==> src/rtl/instr_encoder_pkg.sv <==
`default_nettype none
// ============================================================================
//  Module      : instr_encoder_pkg
//  Description : Shared constants and types for the instruction encoder:
//                op enum, opcode/funct values, memory window and FSM states.
//  Revision    : 1.0 - initial release
// ============================================================================
package instr_encoder_pkg;

    localparam int CNT_W = 13;

    localparam logic [31:0]      IM_BASE  = 32'h0000_3000;
    localparam logic [CNT_W-1:0] IM_WORDS = 13'd4096;
    localparam logic [CNT_W-1:0] IM_LAST  = IM_WORDS - 13'd1;

    // Request operation codes; 9..15 are illegal
    typedef enum logic [3:0] {
        OP_ADD = 4'd0,
        OP_SUB = 4'd1,
        OP_ORI = 4'd2,
        OP_LW  = 4'd3,
        OP_SW  = 4'd4,
        OP_BEQ = 4'd5,
        OP_LUI = 4'd6,
        OP_JAL = 4'd7,
        OP_JR  = 4'd8
    } op_e;

    // Primary opcodes, identical to the controller decode values
    localparam logic [5:0] OPC_RTYPE = 6'h00;
    localparam logic [5:0] OPC_ORI   = 6'h0D;
    localparam logic [5:0] OPC_LW    = 6'h23;
    localparam logic [5:0] OPC_SW    = 6'h2B;
    localparam logic [5:0] OPC_BEQ   = 6'h04;
    localparam logic [5:0] OPC_LUI   = 6'h0F;
    localparam logic [5:0] OPC_JAL   = 6'h03;

    // R-type function fields
    localparam logic [5:0] FN_ADD = 6'h20;
    localparam logic [5:0] FN_SUB = 6'h22;
    localparam logic [5:0] FN_JR  = 6'h08;

    typedef enum logic [1:0] {
        ST_IDLE = 2'd0,
        ST_RUN  = 2'd1,
        ST_FULL = 2'd2
    } state_e;

    // Common I-type layout shared by ORI/LW/SW/BEQ
    function automatic logic [31:0] pack_itype(input logic [5:0]  opc,
                                               input logic [4:0]  rs,
                                               input logic [4:0]  rt,
                                               input logic [15:0] imm);
        return {opc, rs, rt, imm};
    endfunction

endpackage
`default_nettype wire

==> src/rtl/instr_encoder_pack.sv <==
`default_nettype none
// ============================================================================
//  Module      : instr_pack
//  Description : Combinational encoder: op + register/immediate fields in,
//                32-bit instruction word and illegal-op flag out.
//  Revision    : 1.0 - initial release
// ============================================================================
module instr_pack
    import instr_encoder_pkg::*;
(
    input  logic [3:0]  op_i,
    input  logic [4:0]  rs_i,
    input  logic [4:0]  rt_i,
    input  logic [4:0]  rd_i,
    input  logic [15:0] imm_i,
    input  logic [25:0] target_i,
    output logic [31:0] word_o,
    output logic        illegal_o
);

    // Select the encoding for the requested op; unknown ops flag illegal
    always_comb begin
        word_o    = 32'h0000_0000;
        illegal_o = 1'b0;
        case (op_i)
            OP_ADD:  word_o = {OPC_RTYPE, rs_i, rt_i, rd_i, 5'h00, FN_ADD};
            OP_SUB:  word_o = {OPC_RTYPE, rs_i, rt_i, rd_i, 5'h00, FN_SUB};
            OP_ORI:  word_o = pack_itype(OPC_ORI, rs_i, rt_i, imm_i);
            OP_LW:   word_o = pack_itype(OPC_LW,  rs_i, rt_i, imm_i);
            OP_SW:   word_o = pack_itype(OPC_SW,  rs_i, rt_i, imm_i);
            OP_BEQ:  word_o = pack_itype(OPC_BEQ, rs_i, rt_i, imm_i);
            OP_LUI:  word_o = pack_itype(OPC_LUI, 5'h00, rt_i, imm_i);
            OP_JAL:  word_o = {OPC_JAL, target_i};
            OP_JR:   word_o = {OPC_RTYPE, rs_i, 15'h0000, FN_JR};
            default: illegal_o = 1'b1;
        endcase
    end

endmodule
`default_nettype wire

==> src/rtl/instr_encoder.sv <==
`default_nettype none
// ============================================================================
//  Module      : instr_encoder
//  Description : Accepts encode requests, packs them into instruction words
//                and streams them into instruction memory starting at
//                IM_BASE, one word per cycle, until IM_WORDS are written.
//  Revision    : 1.0 - initial release
// ============================================================================
module instr_encoder
    import instr_encoder_pkg::*;
(
    input  logic              clk,
    input  logic              reset,
    input  logic              start,
    input  logic              in_valid,
    output logic              in_ready,
    input  logic [3:0]        op,
    input  logic [4:0]        rs,
    input  logic [4:0]        rt,
    input  logic [4:0]        rd,
    input  logic [15:0]       imm,
    input  logic [25:0]       target,
    output logic              im_we,
    input  logic              im_ready,
    output logic [31:0]       im_addr,
    output logic [31:0]       im_wdata,
    output logic [CNT_W-1:0]  count,
    output logic              full,
    output logic              err
);

    state_e             state_q, state_d;
    logic               valid_q, valid_d;
    logic [31:0]        wdata_q, wdata_d;
    logic [31:0]        addr_q,  addr_d;
    logic [CNT_W-1:0]   count_q, count_d;
    logic               err_q,   err_d;

    logic [31:0]        pk_word;
    logic               pk_illegal;
    logic               drain;
    logic               accept;
    logic               room;
    logic [CNT_W-1:0]   occupancy;

    instr_pack u_pack (
        .op_i      (op),
        .rs_i      (rs),
        .rt_i      (rt),
        .rd_i      (rd),
        .imm_i     (imm),
        .target_i  (target),
        .word_o    (pk_word),
        .illegal_o (pk_illegal)
    );

    // A word still in the output register counts against the memory window
    assign drain     = valid_q & im_ready;
    assign occupancy = count_q + {{(CNT_W-1){1'b0}}, valid_q};
    assign room      = (occupancy < IM_WORDS);
    assign accept    = in_valid & in_ready;

    // Next state and request handshake; start overrides everything
    always_comb begin
        state_d  = state_q;
        in_ready = 1'b0;
        case (state_q)
            ST_IDLE: state_d = ST_IDLE;
            ST_RUN: begin
                in_ready = ~start & (~valid_q | drain) & room;
                if (drain && (count_q == IM_LAST)) begin
                    state_d = ST_FULL;
                end
            end
            ST_FULL: state_d = ST_FULL;
            default: state_d = ST_IDLE;
        endcase
        if (start) begin
            state_d = ST_RUN;
        end
    end

    // Output register, address/count bookkeeping and sticky error
    always_comb begin
        valid_d = valid_q;
        wdata_d = wdata_q;
        addr_d  = addr_q;
        count_d = count_q;
        err_d   = err_q;
        if (start) begin
            valid_d = 1'b0;
            addr_d  = IM_BASE;
            count_d = '0;
            err_d   = 1'b0;
        end else begin
            if (drain) begin
                valid_d = 1'b0;
                addr_d  = addr_q + 32'd4;
                count_d = count_q + 13'd1;
            end
            if (accept) begin
                if (pk_illegal) begin
                    err_d = 1'b1;
                end else begin
                    valid_d = 1'b1;
                    wdata_d = pk_word;
                end
            end
        end
    end

    // State and datapath registers; reset clears the pending word at once
    always_ff @(posedge clk or negedge reset) begin
        if (!reset) begin
            state_q <= ST_IDLE;
            valid_q <= 1'b0;
            wdata_q <= 32'h0000_0000;
            addr_q  <= IM_BASE;
            count_q <= '0;
            err_q   <= 1'b0;
        end else begin
            state_q <= state_d;
            valid_q <= valid_d;
            wdata_q <= wdata_d;
            addr_q  <= addr_d;
            count_q <= count_d;
            err_q   <= err_d;
        end
    end

    assign im_we    = valid_q;
    assign im_wdata = wdata_q;
    assign im_addr  = addr_q;
    assign count    = count_q;
    assign full     = (state_q == ST_FULL);
    assign err      = err_q;

endmodule
`default_nettype wire
==> config.mk <==
export PLATFORM = sky130hd
export DESIGN_NAME = instr_encoder
export DESIGN_NICKNAME = d
export VERILOG_FILES = /design/src/rtl/instr_encoder_pkg.sv /design/src/rtl/instr_encoder_pack.sv /design/src/rtl/instr_encoder.sv
export SDC_FILE = /design/constraint.sdc
export NUM_CORES = 1
export LEC_CHECK = 0
export CAP_MARGIN = 40
export CORE_ASPECT_RATIO = 1.25
export CORE_UTILIZATION = 45
export DETAILED_ROUTE_END_ITERATION = 16
export PLACE_DENSITY = 0.79
export SKIP_CTS_REPAIR_TIMING = 1
export SLEW_MARGIN = 20
export SYNTH_ARGS = -nofsm -noshare
export SYNTH_HDL_FRONTEND = slang
export SYNTH_HIERARCHICAL = 1
export SYNTH_SLANG_ARGS = --single-unit
==> constraint.sdc <==
create_clock -name clk -period 2.8 [get_ports clk]
set_clock_uncertainty 0.15 [all_clocks]
set_input_delay 0.84 -clock clk [delete_from_list [all_inputs] [get_ports clk]]
set_output_delay 0.84 -clock clk [all_outputs]
set_load 0.02 [all_outputs]
# Word-level counts from Yosys, hierarchy flattened
# Cells that the tools add are included.
[totals]
reg_bits = 81
in_bits = 66
output_inout_bits = 81
wordCells = 53
[op_classes]
addsub = 3
n_lt_le_gt_ge = 1
eq_ne = 13
n_mux = 16
n_bitwise = 7
reduce_logical = 7
[op_table]
columns = ["op", "count"]
rows = [
  ["32-bit one-hot mux with 9 select lines", 1],
  ["32-bit 2-to-1 mux", 2],
  ["32-bit by 3-bit adder with 32-bit output (second input constant)", 1],
  ["13-bit 2-to-1 mux", 2],
  ["4-bit by 3-bit equality test with 1-bit output (second input constant)", 4],
  ["13-bit by 1-bit adder with 13-bit output", 1],
  ["13-bit by 1-bit adder with 13-bit output (second input constant)", 1],
  ["13-bit by 12-bit equality test with 1-bit output (second input constant)", 1],
  ["13-bit < comparator (second input constant)", 1],
  ["9-bit OR reduction", 1],
  ["4-bit by 2-bit equality test with 1-bit output (second input constant)", 2],
  ["1-bit 2-to-1 mux", 8],
  ["1-bit AND", 4],
  ["4-bit by 1-bit equality test with 1-bit output (second input constant)", 1],
  ["4-bit equality test (second input constant)", 1],
  ["4-bit logical NOT", 1],
  ["2-bit 2-to-1 mux", 2],
  ["2-bit one-hot mux with 2 select lines", 1],
  ["2-bit nonzero test", 2],
  ["3-bit inequality test (second input constant)", 1],
  ["3-bit AND reduction", 1],
  ["2-bit by 1-bit equality test with 1-bit output (second input constant)", 1],
  ["2-bit equality test (second input constant)", 1],
  ["2-bit by 1-bit inequality test with 1-bit output (second input constant)", 1],
  ["other kinds (4)", 5],
]

# Depth between registers and ports, before layout
[logic_depth]
ltp_word = 8
ltp_mapped = 8
mapped_depth_nobuf = 6

# By module
# The synthesis kept the hierarchy.
[modules_own_cells]
columns = ["mod", "instances", "cells_per_inst", "area_each_um2", "seq_area_each_um2"]
rows = [
  ["instr_encoder", 1, 338, 3734.8, 1979.4],
  ["instr_pack", 1, 73, 548.0, 0.0],
]

# Worst setup path after synthesis
# OpenSTA, ideal clock, no wires.
[synth_timing]
kind = "input -> register"
startpoint = "input op[3]"
endpoint = "register wdata_q[0], in the netlist im_wdata[0]"
setup_ns = 0.125
arrival_ns = 2.475
required_time_ns = 2.525
slack_ns = 0.051
path_stages = 8
path_buffers = 3
cell_sequence = "buf_2 buf_1 o31a_1 nor2b_1 nand4_1 mux2i_1 buf_2 mux2_2"
[synth_via]
elab_chain_len = 3
elab_cells_between_ends = 12
cone_classes = "eq/ne (8); mux (1); reduce/logical (3)"
[synth_rtl]
columns = ["element", "line_no", "rtl"]
rows = [
  ["start: declaration", "instr_encoder.sv:17", "input logic [3:0] op,"],
  ["4-bit by 1-bit equality test with 1-bit output, or another cell as far along", "instr_encoder_pack.sv:25", "case (op_i)"],
  ["9-bit OR reduction (no source line)", "--", ""],
  ["3-bit AND reduction (no source line)", "--", ""],
  ["end signal: assignment", "instr_encoder.sv:124", "wdata_q <= wdata_d;"],
  ["end: declaration", "instr_encoder.sv:34", "logic [31:0] wdata_q, wdata_d;"],
]
# Several ways; a longest one is shown, not always the timed one.
# A chain may end at the register's enable or synchronous reset.

# Final worst setup path
[layout_timing]
startpoint = "register count_q[5], in the netlist count[5]"
endpoint = "output in_ready"
[layout_via]
elab_chain_len = 4
[layout_rtl]
columns = ["element", "line_no", "rtl"]
rows = [
  ["start: declaration", "instr_encoder.sv:36", "logic [CNT_W-1:0] count_q, count_d;"],
  ["start signal: assignment", "instr_encoder.sv:126", "count_q <= count_d;"],
  ["13-bit by 1-bit adder with 13-bit output", "instr_encoder.sv:59", "assign occupancy = count_q + {{(CNT_W-1){1'b0}}, valid_q};"],
  ["13-bit < comparator", "instr_encoder.sv:60", "assign room = (occupancy < IM_WORDS);"],
  ["1-bit AND", "instr_encoder.sv:70", "in_ready = ~start & (~valid_q | drain) & room;"],
  ["1-bit 2-to-1 mux", "instr_encoder.sv:67", "case (state_q)"],
  ["end: declaration", "instr_encoder.sv:16", "output logic in_ready,"],
]
# Every way passes these cells.

==> impl_metrics.json <==
{
  "synth-async-reset-ratio_pct": 100,
  "slew_headroom_pct": 39.0,
  "globalRoute.totalOverflow": 0,
  "critPathArrivalTime_ps": 1730,
  "pin_count": 147,
  "powerDensity_nw_per_um2": 543,
  "clk_latency_ps": 340,
  "path_class": "flop to output pin",
  "synth_top_area_share_pct": 45.0,
  "cts_root_buf": "clkbuf_16",
  "grt_pass1_wl_um": 18900,
  "syn_area_per_cell_um2": 10.4,
  "vias": 3942,
  "core_um2": 9170,
  "leakage_nw": 2.66,
  "rows": 39,
  "synth_top_family_by_area": "simple AND/OR/NAND/NOR gates",
  "htree_levels": 3,
  "finalWorstSetupSlack_ps": 82.5,
  "gp_congestion": 0.804,
  "critPathMaxFanout": 2,
  "period_needed_ps": 2720,
  "die-area_um2": 9910,
  "syn-cell-area_um2": 4280,
  "setup_violations": 0,
  "yosys-mux-area-fraction_pct": 12.2,
  "die_width_um": 89.3,
  "tns_ps": 0,
  "drt_iter0_drc": 185,
  "ys_types": 57,
  "ff2ff_setup_slack_ps": 340,
  "synth-simple-area-share_pct": 20.2,
  "yosysSeqAreaShare_pct": 46.2,
  "multi_input_area_um2": 2160,
  "cp-start-kind": "flop",
  "outcome": "finished, final reports clean",
  "ys_top_cells_by_count": "dfrtp_1, nor2_1, mux2_2",
  "die_h_um": 111,
  "drv_slew": 0,
  "clock_sinks": 79,
  "r2r_cells": 4,
  "synth_most_common_cell": "dfrtp_1",
  "first_pass_iters": 5,
  "place.detailed.hpwl_um": 8290,
  "cts_tree": "yes",
  "grt_pass1_vias": 4019,
  "synth_ff_type": "dfrtp_1",
  "clockBufferDepth": 2,
  "worstReg2RegStart": "im_addr[12]$_DFFE_PN1N_",
  "synthAdderAreaFrac_pct": 1.17,
  "ys_ff_latch": 79,
  "yosysTopAreaCell": "dfrtp_1",
  "synth-warning-count": 6,
  "grt_start_max_net_pins": 43,
  "ir_drop_uv": 409,
  "antenna_found_initial": 0,
  "drc_errors": 0,
  "cap_violations": 0,
  "drive_gt1_share_pct": 20.1,
  "nFillCells": 725,
  "max_clock_freq_mhz": 368,
  "fin_crit_sh_pct": 97.1,
  "holdCritPathClass": "input pin to async pin",
  "numCtsBuffers": 9,
  "clkSlewWorstSetupHoldPaths_ps": 60,
  "routed_wl_um": 11200,
  "reg2reg_to": "im_addr[17]$_DFFE_PN0N_",
  "synth_edf_count": 0,
  "crit_start": "count[5]$_DFFE_PN0N_",
  "finalHoldViolCount": 0,
  "syn_inst": 411,
  "synth_xor_area_share_pct": 3.89,
  "required_ps": 1810,
  "synth.area.top_cells": "dfrtp_1, mux2_2, nor2_1",
  "ant_nets": 0,
  "nNetsFinal": 654,
  "max_slew.worst_pin.slew_ps": 911,
  "dp_slack_ps": -488,
  "routedWlPerCell_um": 15.8,
  "numPortBuffers": 144,
  "crit_end": "in_ready",
  "n_antenna_cell": 0,
  "area_growth_pct": 50.0,
  "endpoint_kind": "output pin",
  "start_util_pct": 46.7,
  "final-seq-area_um2": 1980,
  "viasPerCell": 5.54,
  "synth-compound-area-share_pct": 11.9,
  "track_usage_pct": 24.5
}
[worst max-delay path: stages (launching register included)]
cell,delay [ps]
dfrtp_1,370
nand4_1,180
nor4_4,340
xor2_1,260
nor2_2,80
buf_4,160
[state kept, by name, summed over array words and instances (netlist names)]
register,count
im_wdata,32
count,13
im_we,1
err,1
state_q,2
im_addr,30
[per-layer routing]
metal | share of wire [%] | vias to the layer above | global-route usage [%] | wire length (um)
met5 | 0 | - | 0 | 0
met4 | 2.3 | 0 | 10.4 | 254
met3 | 6.7 | 18 | 5.58 | 757
met2 | 51 | 144 | 41.2 | 5740
met1 | 40 | 1930 | 29.5 | 4490
li1 | - | 1850 | - | -
[cell families (layout without fill, tap and decap cells)]
family,count (synthesis),in the layout
AOI/OAI and AO/OA,73,73
xor gates and xnor gates,19,19
adders and majority gates,4,4
buffers and inverters,37,213
DFF,79,79
muxes,47,47
other,2,3
and+or+nand+nor,150,150
[layout by cell type, fill, tap and decap left out, types with 10 or more instances in the layout]
master           instances
a21oi_1                 22
a22o_1                  13
buf_4                   42
clkdlybuf4s50_1        140
dfrtp_1                 77
inv_1                   11
mux2_2                  37
nand2_1                 21
nand4_1                 12
nor2_1                  37
o31ai_1                 10
or4_1                   12
xnor2_1                 13
[where the power goes]
group	switching [mW]	internal [mW]	leakage, nW
logic	0.425	0.504	1.46
clock network	0.451	0.733	0.145
registers	0.0857	1.29	1.06
[through the flow]
stage | hold WS, ps | power [mW] | area (um^2) | cells | util, %
after floorplan | 329 | 1.81 | 4290 | 412 | -
after global placement | 320 | 2.31 | 6110 | 696 | 66.6
after detailed placement | 328 | 2.33 | 6110 | 696 | 66.6
after CTS | 343 | 3.52 | 6400 | 711 | 69.8
after global routing | 353 | 3.63 | 6430 | 711 | 70.0
final | 338 | 3.49 | 6430 | 711 | 70.0
[final cells by class]
class / count / area share (%)
clock buffers: 12 / 3.99
clock inverters: 3 / 0.662
inverters: 11 / 0.643
multi-input cells: 296 / 33.6
flip-flops and latches: 79 / 30.8
well taps: 123 / 2.39
repair buffers: 187 / 27.9
[worst min-delay path by stage]
stage / cells past startpoint / startpoint / slack (ps) / endpoint
floorplan: 1 / state_q[0]$_DFFE_PN0P_ / 330 / state_q[0]$_DFFE_PN0P_
global placement: 1 / im_wdata[16]$_DFFE_PN0P_ / 320 / im_wdata[16]$_DFFE_PN0P_
detailed placement: 1 / im_wdata[16]$_DFFE_PN0P_ / 330 / im_wdata[16]$_DFFE_PN0P_
CTS: 1 / im_wdata[16]$_DFFE_PN0P_ / 340 / im_wdata[16]$_DFFE_PN0P_
global route: 1 / im_wdata[16]$_DFFE_PN0P_ / 350 / im_wdata[16]$_DFFE_PN0P_
finish: 1 / reset / 340 / count[3]$_DFFE_PN0N_
(Power assumes the default switching activity.)
